--- config.mk ---
export PLATFORM = sky130hd
export DESIGN_NAME = instr_fetch
export DESIGN_NICKNAME = d
export VERILOG_FILES = /design/src/rtl/instr_fetch.sv
export SDC_FILE = /design/constraint.sdc
export NUM_CORES = 1
export LEC_CHECK = 0
export BUFFER_PORTS_ARGS = -buffer_cell sky130_fd_sc_hd__buf_2
export CORE_MARGIN = 2
export CORE_UTILIZATION = 54
export CTS_CLUSTER_SIZE = 28
export DETAILED_ROUTE_END_ITERATION = 6
export MAX_ROUTING_LAYER = met4
export PLACE_DENSITY = 0.86
export SETUP_SLACK_MARGIN = 0.1
export SYNTH_ARGS = -nofsm -noshare
export SYNTH_HDL_FRONTEND = slang
export SYNTH_SLANG_ARGS = --single-unit
--- constraint.sdc ---
create_clock -name i_clk -period 4.2 [get_ports i_clk]
set_clock_uncertainty 0.1 [all_clocks]
set_input_delay 0.21 -clock i_clk [delete_from_list [all_inputs] [get_ports i_clk]]
set_output_delay 0.21 -clock i_clk [all_outputs]
set_load 0.03 [all_outputs]
--- src/rtl/instr_fetch.sv ---
// ----------------------------------------------------------------------------
// instr_fetch
//
// Instruction fetch unit placed directly in front of the RAM block. It walks an
// 8-bit program counter through program space, reads the opcode byte plus up to
// two operand bytes, and presents the assembled instruction to the execute
// stage over a valid/ready handshake. While an instruction is held, the unit
// lets go of the RAM controls so the execute stage can make data accesses.
//
// Each byte takes two cycles: ADDR loads the RAM address register, DATA
// captures the combinational read data from that registered address.
//
// Ports:
//   i_clk            system clock, rising-edge active
//   i_reset          synchronous, active-high reset
//   o_address        RAM address (program counter while fetching, else 0)
//   o_addressEn      RAM address register load enable
//   o_readDataSelect RAM space select (0 = program space)
//   o_outEnable      RAM output enable
//   i_readData       RAM read data
//   o_busOwn         1 while the fetch unit drives the RAM controls
//   o_instrValid     assembled instruction available
//   i_instrReady     execute stage accepts the held instruction
//   o_opcode         opcode byte
//   o_operand1       first operand byte (0 if unused)
//   o_operand2       second operand byte (0 if unused)
//   o_length         instruction length in bytes (1..3)
//   o_pc             address of the held opcode
//   i_jump           redirect request, honoured only on a handshake
//   i_jumpAddr       redirect target
// ----------------------------------------------------------------------------
module instr_fetch #(
    parameter logic [7:0] RESET_PC = 8'h00
) (
    input  logic       i_clk,
    input  logic       i_reset,
    output logic [7:0] o_address,
    output logic       o_addressEn,
    output logic       o_readDataSelect,
    output logic       o_outEnable,
    input  logic [7:0] i_readData,
    output logic       o_busOwn,
    output logic       o_instrValid,
    input  logic       i_instrReady,
    output logic [7:0] o_opcode,
    output logic [7:0] o_operand1,
    output logic [7:0] o_operand2,
    output logic [1:0] o_length,
    output logic [7:0] o_pc,
    input  logic       i_jump,
    input  logic [7:0] i_jumpAddr
);

    typedef enum logic [1:0] {
        StAddr,
        StData,
        StValid
    } state_e;

    state_e     r_state;
    state_e     w_state_next;

    logic [7:0] r_pc;
    logic [1:0] r_cnt;
    logic [7:0] r_opcode;
    logic [7:0] r_operand1;
    logic [7:0] r_operand2;
    logic [1:0] r_length;
    logic [7:0] r_instr_pc;

    logic [1:0] w_dec_len;
    logic [1:0] w_cur_len;
    logic [1:0] w_cnt_inc;
    logic       w_last_byte;
    logic       w_handshake;

    // Length from opcode[7:6]: 00 -> 1, 01 -> 2, 1x -> 3.
    always_comb begin
        w_dec_len = 2'd3;
        unique case (i_readData[7:6])
            2'b00:   w_dec_len = 2'd1;
            2'b01:   w_dec_len = 2'd2;
            default: w_dec_len = 2'd3;
        endcase
    end

    // On the opcode byte the stored length is not yet valid, so use the
    // freshly decoded one; later bytes use the value latched at the opcode.
    assign w_cur_len   = (r_cnt == 2'd0) ? w_dec_len : r_length;
    assign w_cnt_inc   = r_cnt + 2'd1;
    assign w_last_byte = (w_cnt_inc == w_cur_len);
    assign w_handshake = (r_state == StValid) && i_instrReady;

    // ------------------------------------------------------------------------
    // FSM: state register
    // ------------------------------------------------------------------------
    always_ff @(posedge i_clk) begin
        if (i_reset) begin
            r_state <= StAddr;
        end else begin
            r_state <= w_state_next;
        end
    end

    // ------------------------------------------------------------------------
    // FSM: next-state logic
    // ------------------------------------------------------------------------
    always_comb begin
        w_state_next = r_state;
        case (r_state)
            StAddr:  w_state_next = StData;
            StData:  w_state_next = w_last_byte ? StValid : StAddr;
            StValid: w_state_next = w_handshake ? StAddr : StValid;
            default: w_state_next = StAddr;
        endcase
    end

    // ------------------------------------------------------------------------
    // FSM: outputs
    // ------------------------------------------------------------------------
    always_comb begin
        o_address        = 8'h00;
        o_addressEn      = 1'b0;
        o_readDataSelect = 1'b0;
        o_outEnable      = 1'b0;
        o_busOwn         = 1'b0;
        o_instrValid     = 1'b0;
        case (r_state)
            StAddr: begin
                o_busOwn    = 1'b1;
                o_addressEn = 1'b1;
                o_address   = r_pc;
            end
            StData: begin
                o_busOwn    = 1'b1;
                o_outEnable = 1'b1;
                o_address   = r_pc;
            end
            StValid: begin
                // Bus released: all RAM controls low for the execute stage.
                o_instrValid = 1'b1;
            end
            default: begin
                o_busOwn = 1'b0;
            end
        endcase
    end

    // ------------------------------------------------------------------------
    // Datapath: program counter, byte counter and instruction registers
    // ------------------------------------------------------------------------
    always_ff @(posedge i_clk) begin
        if (i_reset) begin
            r_pc       <= RESET_PC;
            r_cnt      <= 2'd0;
            r_opcode   <= 8'h00;
            r_operand1 <= 8'h00;
            r_operand2 <= 8'h00;
            r_length   <= 2'd0;
            r_instr_pc <= 8'h00;
        end else begin
            case (r_state)
                StData: begin
                    // 8-bit wrap lets operands straddle 0xFF -> 0x00.
                    r_pc <= r_pc + 8'd1;
                    unique case (r_cnt)
                        2'd0: begin
                            r_opcode   <= i_readData;
                            r_operand1 <= 8'h00;
                            r_operand2 <= 8'h00;
                            r_length   <= w_dec_len;
                            r_instr_pc <= r_pc;
                        end
                        2'd1:    r_operand1 <= i_readData;
                        default: r_operand2 <= i_readData;
                    endcase
                    if (!w_last_byte) begin
                        r_cnt <= w_cnt_inc;
                    end
                end
                StValid: begin
                    if (w_handshake) begin
                        r_cnt <= 2'd0;
                        if (i_jump) begin
                            r_pc <= i_jumpAddr;
                        end
                    end
                end
                default: begin
                    r_cnt <= r_cnt;
                end
            endcase
        end
    end

    assign o_opcode   = r_opcode;
    assign o_operand1 = r_operand1;
    assign o_operand2 = r_operand2;
    assign o_length   = r_length;
    assign o_pc       = r_instr_pc;

endmodule

---- After elaboration in Yosys (flattened, before gate mapping) ----
Index checks and enable logic that the tools add are counted.
word-level totals
  RAM bits ................................ 0
  bits in latches ......................... 0
  ROM bits ................................ 0
  logic and storage cells ................. 49
  memories kept ........................... 0
  flip-flop bits (word level) ............. 46
  input bits .............................. 20
  output and inout bits ................... 47
cells by class
  divide/modulo/power cells ............... 0
  multiply operators ...................... 0
  bitwise gates (word level) .............. 1
  add/subtract/negate cells ............... 2
  mux-type cells .......................... 18
  reduce and logical (&&, ||, !) cells .... 12
  order comparisons ....................... 0
  shift-type cells ........................ 0
  equality and inequality tests ........... 8
operators with widths
  kind                 count
  $pmux 8 s2           3
  $mux 8               3
  $mux 2               5
  $add 8x1->8 const B  1
  $pmux 2 s2           2
  $eq 2x1->1 const B   3
  $logic_not 2->1      3
  $ne 2x2->1 const B   3
  $pmux 2 s3           1
  $reduce_and 2->1     3
  $reduce_and 3->1     2
  $mux 1               4
  $reduce_bool 2->1    2
  $add 2x1->2 const B  1
  $eq 2x2->1           1
  $eq 2x2->1 const B   1
  $reduce_or 2->1      1
  $logic_and 1x1->1    1
  $not 1->1            1

---- Logic depth before layout (Yosys ltp) ----
Gate-level depths: netlist of run 1.
  depth in word-level cells ............... 6
  depth in mapped cells ................... 7
  mapped depth without buffers ............ 6

---- Least setup slack after synthesis of run 1 ----
OpenSTA, ideal clock, no wires.
  kind .................................... reg2reg
  start ................................... register r_cnt[0]
  end ..................................... register r_cnt[0]
  required time ........................... 3977 ps
  setup time .............................. 123 ps
  stages on the path, launching flop included .. 7
  path buffers ............................ 0
  period minus slack after synthesis ...... 1938 ps
  setup slack ............................. 2262 ps
  data arrival time ....................... 1715 ps
  cells stage by stage .................... dfxtp_1 inv_1 ha_1 nor3b_1 or3_4 a31oi_2 mux2_1
on the way
  word-level cells in the longest chain between the ends .. 5
  elaborated cells on any way between the ends .. 8
  classes of those cells .................. 1 x add/sub; 2 x eq/ne; 3 x mux; 2 x reduce/logical
ends and longest elaborated chain
  element                                                              line  text
  start: declaration                                                   64    logic [1:0] r_cnt;
  start signal: assignment                                             178   r_cnt <= w_cnt_inc;
  start signal: assignment                                             190   r_cnt <= r_cnt;
  parallel branches: the longest is 5 deep, another holds $add 2x1->2  -
Parallel ways; which one is timed is not known. The select of a mux whose other input is x is not followed.
A chain may end at the register's enable or synchronous reset.

---- Worst setup path in the final report of run 1 ----
  start ................................... register r_cnt[0]
  end ..................................... register r_operand1[0] (netlist: o_operand1[0])
on the way
  word-level cells in the longest chain between the ends .. 3
  elaborated cells on any way between the ends .. 5
  classes of those cells .................. 1 x eq/ne; 1 x mux; 3 x reduce/logical
ends and longest elaborated chain
  element                                        line  text
  $eq 2x1->1 or $logic_not 2->1 (tied branches)  166   unique case (r_cnt)
  $reduce_bool 2->1 (no source line)             -
  $reduce_and 2->1 (no source line)              -
  end signal: assignment                         174   2'd1: r_operand1 <= i_readData;
  end: declaration                               66    logic [7:0] r_operand1;
Parallel ways exist; a longest one is shown, timed or not.

==> impl_results.md, run 1 <==
- Critical path class: reg2reg
- Setup crit end kind: flop
- RD Place Congestion: 0.8876
- FMAX: 443.0 MHz
- Final WL: 4838 µm
- Max-cap violations: 0
- # IOs: 67
- Tcrit/Tclk final: 53.74%
- Detailed Place HPWL: 3417 µm
- Hold/Removal Path Class: in2reg
- PortBufs: 65
- Clock slew at reported path FFs: 0.08 ns
- Switch Pwr: 0.6029 mW
- Layout cell share with drive strength beyond 1: 27.18%
- Overflow left after global routing: 0
- 1st-iter DRT viols: 171
- Distinct cells, synth: 44
- Worst-Margin Slew: 0.8216 ns
- Vias per cell: 5.543
- Outcome: finished clean
- Wire per inst: 13.55 µm
- Total power: 1.485 mW
- Hold buffers post-CTS: 0
- Largest net degree at the start of global routing: 49
- Gate power share: 40.5%
- Setup TNS: 0 ns
- Peak supply drop: 0.2694 mV
- Leakage: 1.067 nW
- CTS buffer count: 5
- Final Setup Violations: 0
- # rows: 22
- Register area share after synthesis: 44.23%
- Antenna Nets Post-Route: 0
- Net Sw Frac: 40.61%
- Flop pwr share: 37.7%
- RSZ-0062 raised after global routing: false
- Worst-skew pair later-pin latency: 0.29 ns
- DIE AREA: 4369 µm²
- Via total after detailed routing: 1979
- Initial antenna violation count: 0
- Internal power: 0.8816 mW
- CTS tree: yes
- Synthesized flop and latch total: 46
- Final Hold Viols: 0
- # resized after CTS: 0
- Layout area overhead: 19.47%
- Post-Syn Instances: 253
- Die Ht: 66.10 µm
- Bufs on Longest Clock Path: 2
- Root buf cell: clkbuf_8
- Yosys warnings: 0
- Final net count: 331
- Core area: 3689 µm²
- Initial core utilization: 56.45%
- H-tree depth: 2
- CP arrival: 2.31 ns
- Drt drc: 0
- Post-Syn Area: 2082 µm²
- CTS Sinks: 46
- Max-slew violation count: 0
- TritonRoute pass-1 iters: 4
- CP Launch Type: flop
- GRT Total Usage: 23.90%
- Syn_nets: 276
- Synth Area per Inst: 8.229 µm²
- Async S/R FF share, synth: 0%
- Critical path required time: 4.25 ns
- Crit Path Max Fanout: 20
- PwrDens: 596.8 nW/µm²
- Die W: 66.10 µm
- Postcts setup bufs: 0
- Main synth FF type: dfxtp_1
- EDFF count, synth: 0
- Max_slew headroom: 45.23%
- Fillers: 328
- N_diodes: 0
- Clock power share: 21.8%
- First-pass GRT wire length: 7852 µm
- Period minus WS final: 2.257 ns
- Vias in the first global route: 1726
==> synth_stat cells (all sizes together) (2+ instances only) <==
cell type / n / area (µm²)
a211oi: 2 / 15.01
a21oi: 32 / 160.2
a22oi: 8 / 60.06
a311oi: 2 / 17.52
a31oi: 2 / 25.02
and2: 4 / 25.02
and3: 2 / 12.51
and3b: 3 / 26.28
buf: 11 / 67.57
clkbuf: 6 / 22.52
dfxtp: 46 / 920.9
ha: 3 / 37.54
inv: 5 / 18.76
nand2: 47 / 178.9
nand2b: 5 / 46.30
nand3: 4 / 20.02
nand3b: 7 / 52.55
nor2: 21 / 81.33
nor2b: 8 / 50.05
nor3: 6 / 30.03
nor3b: 3 / 22.52
o21ai: 9 / 48.80
o21bai: 2 / 15.01
or3: 2 / 17.52
==> power groups by stage <==
| stage | logic, mW | registers [mW] | clock network (mW) |
|---|---|---|---|
| 6_report | 0.601 | 0.560 | 0.324 |
| 5_1_grt | 0.667 | 0.569 | 0.347 |
| 4_1_cts | 0.604 | 0.559 | 0.330 |
| 3_5_place_dp | 0.602 | 0.569 | 0 |
| 3_3_place_gp | 0.588 | 0.566 | 0 |
| 2_1_floorplan | 0.412 | 0.635 | 0 |
==> state kept, by name (all words and copies together), names as in the netlist <==
signal	cells
o_length	2
o_opcode	8
o_operand1	8
o_operand2	8
o_pc	8
r_cnt	2
r_pc	8
r_state	2
==> metal layers <==
layer,share of wire [%],wire (µm),vias to the layer above,track usage (%)
met5,0,0,-,-
met4,2.0,99,0,11.48
met1,45,2184,914,30.95
li1,-,-,982,-
met2,46,2246,72,36.50
met3,6.4,308,11,3.748
==> cells by family after synthesis <==
group / Yosys count / share of synthesized area (%)
simple gates: 114 / 27.89
compound gates: 64 / 19.41
flops: 46 / 44.23
buf+inv: 23 / 5.468
fa+ha+maj: 3 / 1.803
mux: 2 / 1.022
other cells: 1 / 0.1801
==> area by class of cell <==
| class | count | area (µm²) | area share [%] |
|---|---|---|---|
| flip-flops and latches | 46 | 920.9 | 37.02 |
| clock buffers | 6 | 72.57 | 2.917 |
| clock inverters | 2 | 37.54 | 1.509 |
| repair buffers | 65 | 325.3 | 13.08 |
| inverters | 6 | 23.77 | 0.9557 |
| multi-input cells | 184 | 1047 | 42.10 |
| well taps | 48 | 60.06 | 2.414 |
==> through the flow <==
| stage | std cells | utilization (%) | instance area (µm²) | worst slack, ns | hold WS (ns) |
|---|---|---|---|---|---|
| floorplan | 253 | - | 2082 | 2.262 | 0.2460 |
| global placement | 349 | 64.45 | 2377 | 2.079 | 0.3366 |
| detailed placement | 349 | 64.45 | 2377 | 1.962 | 0.3421 |
| CTS | 357 | 67.44 | 2487 | 1.950 | 0.06344 |
| global route | 357 | 67.44 | 2487 | 1.664 | 0.07857 |
| finish | 357 | 67.44 | 2487 | 1.943 | 0.06705 |
==> path summary, 6_finish.rpt <==
path	start	endpoint	slack, ns	cells after the start
hold / removal	i_jumpAddr[0]	r_pc[0]	0.07	3
hold reg to reg	o_operand2[1]	o_operand2[1]	0.35	2
setup / recovery	r_cnt[0]	o_operand1[0]	1.94	6
setup reg to reg	r_cnt[0]	o_operand1[0]	1.94	6
==> layout by cell type (no fill, tap or decap), types with 5 or more instances in the layout <==
master,Yosys,layout
nor3_1,6,6
nand2_1,46,46
dfxtp_1,46,46
o21ai_0,8,8
nand3b_1,7,7
nor2_1,20,20
a22oi_1,8,8
nor2b_1,8,8
a21oi_1,32,32
buf_2,6,65
clkbuf_8,0,5
==> worst max-delay path, cell delays in order (launching register included) <==
cell and delay, ns:
dfxtp_1 0.35, inv_1 0.09, ha_1 0.43, and3b_1 0.67, nor2_2 0.20, a22oi_1 0.20
nor2_1 0.06
(Power assumes the default switching activity.)
==> run 2, diff against run 1 <==
--- a/config.mk
+++ b/config.mk
@@ -7,11 +7,11 @@
 export LEC_CHECK = 0
 export BUFFER_PORTS_ARGS = -buffer_cell sky130_fd_sc_hd__buf_2
 export CORE_MARGIN = 2
-export CORE_UTILIZATION = 54
+export CORE_UTILIZATION = 50
 export CTS_CLUSTER_SIZE = 28
 export DETAILED_ROUTE_END_ITERATION = 6
 export MAX_ROUTING_LAYER = met4
-export PLACE_DENSITY = 0.86
+export PLACE_DENSITY = 0.81
 export SETUP_SLACK_MARGIN = 0.1
 export SYNTH_ARGS = -nofsm -noshare
 export SYNTH_HDL_FRONTEND = slang
==> constraint.sdc (replaced) <==
create_clock -name i_clk -period 2.3 [get_ports i_clk]
set_clock_uncertainty 0.1 [all_clocks]
set_input_delay 0.115 -clock i_clk [delete_from_list [all_inputs] [get_ports i_clk]]
set_output_delay 0.115 -clock i_clk [all_outputs]
set_load 0.03 [all_outputs]
==> run 2 against run 1 <==
Effect of this change:
- maximum frequency increased by 12%
- sequential share of layout area decreased by 1.4 points
- hold slack got worse by 0.056 ns
- largest power group unchanged
- clock power increased by 83%
- worst setup slack got worse by 1.7 ns
- non-clock buffer count increased by 11
- flip-flop and latch count unchanged
- first-iteration DRC count increased by 18%
- total power increased by 86%
- critical path depth unchanged
- via count increased by 0.91%
- clock-buffer cell count increased by 1
==> impl_results.md, run 2 (synthesis results as in run 1) <==
- Overflow left after global routing: 0 (unchanged)
- CP Cell Sequence: inv_1, ha_1, nor3b_1, or3_4, a31oi_2, mux2_1 (was inv_1, ha_1, and3b_1, nor2_2, a22oi_1, nor2_1)
- Final Util: 64.65% (was 67.44%)
- Largest net degree at the start of global routing: 31 (was 49)
- Bufs on Longest Clock Path: 2 (unchanged)
- Die W: 68.53 µm (was 66.10 µm)
- GRT Total Usage: 21.83% (was 23.90%)
- Placed insts: 355 (was 349)
- Highest-count cells in the layout ignoring fill and taps: buf_2, nand2_1, dfxtp_1, a21oi_1, nor2_1 (unchanged)
- Vias per cell: 5.397 (was 5.543)
- DIE AREA: 4696 µm² (was 4369 µm²)
- Max_slew headroom: 65.27% (was 45.23%)
- Die Ht: 68.53 µm (was 66.10 µm)
- TritonRoute pass-1 iters: 4 (unchanged)
- Final worst slack: 0.2852 ns (was 1.943 ns)
- Core area: 4000 µm² (was 3689 µm²)
- Final WL: 4922 µm (was 4838 µm)
- CP Launch Type: flop (unchanged)
- Vias in the first global route: 1646 (was 1726)
- CTS tree: yes (unchanged)
- Antenna Nets Post-Route: 0 (unchanged)
- Setup TNS: 0 ns (unchanged)
- Layout area overhead: 24.22% (was 19.47%)
- Final Hold Viols: 0 (unchanged)
- # IOs: 67 (unchanged)
- # rows: 23 (was 22)
- Initial antenna violation count: 0 (unchanged)
- 1st-iter DRT viols: 201 (was 171)
- N_diodes: 0 (unchanged)
- PwrDens: 1068 nW/µm² (was 596.8 nW/µm²)
- Fin cells: 370 (was 357)
- H-tree depth: 2 (unchanged)
- Placement Cell Area: 2410 µm² (was 2377 µm²)
- Metal-1 WL: 2295 µm (was 2184 µm)
- PortBufs: 65 (unchanged)
- Critical path depth in cells: 6 (unchanged)
- CTS Sinks: 46 (unchanged)
- Design Area, Final: 2586 µm² (was 2487 µm²)
- Crit Path Max Fanout: 6 (was 20)
- Outcome: finished clean (unchanged)
- First-pass GRT wire length: 7514 µm (was 7852 µm)
- Commonest non-fill, non-tap cell in the layout: buf_2 (unchanged)
- Period minus WS final: 2.015 ns (was 2.257 ns)
- Worst-skew pair later-pin latency: 0.29 ns (about the same)
- Max-cap violations: 0 (unchanged)
- Worst-Margin Slew: 0.5210 ns (was 0.8216 ns)
- Critical path class: reg2reg (unchanged)
- FMAX: 496.3 MHz (was 443.0 MHz)
- Initial core utilization: 52.05% (was 56.45%)
- Max-slew violation count: 0 (unchanged)
- CP arrival: 2.10 ns (was 2.31 ns)
- Tcrit/Tclk final: 87.60% (was 53.74%)
- Worst R2R Path Depth: 6 (unchanged)
- Crit path buffers/inverters: 1 (unchanged)
- Peak supply drop: 0.4960 mV (was 0.2694 mV)
- Layout cell share with drive strength beyond 1: 27.19% (was 27.18%)
- Critical path required time: 2.39 ns (was 4.25 ns)
- Drt drc: 0 (unchanged)
- Worst hold margin: 0.01065 ns (was 0.06705 ns)
- Crit-path leading delay family: simple AND/OR/NAND/NOR gates (unchanged)
- Wire per inst: 13.30 µm (was 13.55 µm)
- Fillers: 333 (was 328)
- Clock slew at reported path FFs: 0.08 ns (about the same)
- Worst Hold Depth: 3 (unchanged)
- Leakage: 1.117 nW (was 1.067 nW)
- CTS buffer count: 5 (unchanged)
- Via total after detailed routing: 1997 (was 1979)
- Detailed Place HPWL: 3349 µm (was 3417 µm)
- Pre-CTS setup slack: 0.3200 ns (was 1.962 ns)
- RSZ-0062 raised after global routing: false (unchanged)
- CP max stage delay: 0.41 ns (was 0.67 ns)
- RD Place Congestion: 0.9026 (was 0.8876)
- Final net count: 342 (was 331)
- Met2 wire len: 2225 µm (was 2246 µm)
- Hold/Removal Path Class: in2reg (unchanged)
- Root buf cell: clkbuf_8 (unchanged)
- Total power: 2.763 mW (was 1.485 mW)
- Metal3 WL: 344 µm (was 308 µm)
- Worst path slowest cell: dfxtp_1 (was and3b_1)
- Highest metal used: met4 (unchanged)
- Setup crit end kind: flop (unchanged)
- Final Setup Violations: 0 (unchanged)
[run 2: layout make-up]
class	instances	area (µm²)	area share, %
Tap cell	50	62.56	2.419
Inverter	6	23.77	0.9192
Clock inverter	1	30.03	1.161
Sequential cell	46	920.9	35.61
Multi-Input combinational cell	184	1047	40.49
Timing Repair Buffer	76	425.4	16.45
Clock buffer	7	76.32	2.951
[run 2: timing repair]
action	CTS	global route
gates resized for setup	0	0
hold buffers	7	0
buffers inserted	0	0
endpoints found under the hold margin	7	0
[run 2: metal layers]
layer,global-route usage [%],vias to the layer above
li1,-,1002
met5,-,-
met3,4.058,9
met4,7.000,0
met2,33.53,82
met1,29.05,904
[run 2: worst paths after layout]
path	start	endpoint	slack (ns)
setup / recovery	r_cnt[0]	r_cnt[0]	0.29
setup reg to reg	r_cnt[0]	r_cnt[0]	0.29
hold reg to reg	o_operand2[3]	o_operand2[3]	0.35
hold / removal	i_readData[5]	o_opcode[5]	0.01
[run 2: worst register-to-register path, cell delays in order (launching register included)]
cell	delay [ns]
dfxtp_1	0.41
inv_1	0.08
ha_1	0.22
nor3b_1	0.15
or3_4	0.37
a31oi_2	0.24
mux2_1	0.34
[run 2: where the power goes]
part | switching, mW | total (mW) | internal, mW
Clock | 0.267 | 0.592 | 0.325
Combinational | 0.751 | 1.16 | 0.408
Sequential | 0.0996 | 1.01 | 0.912
Total | 1.12 | 2.76 | 1.65
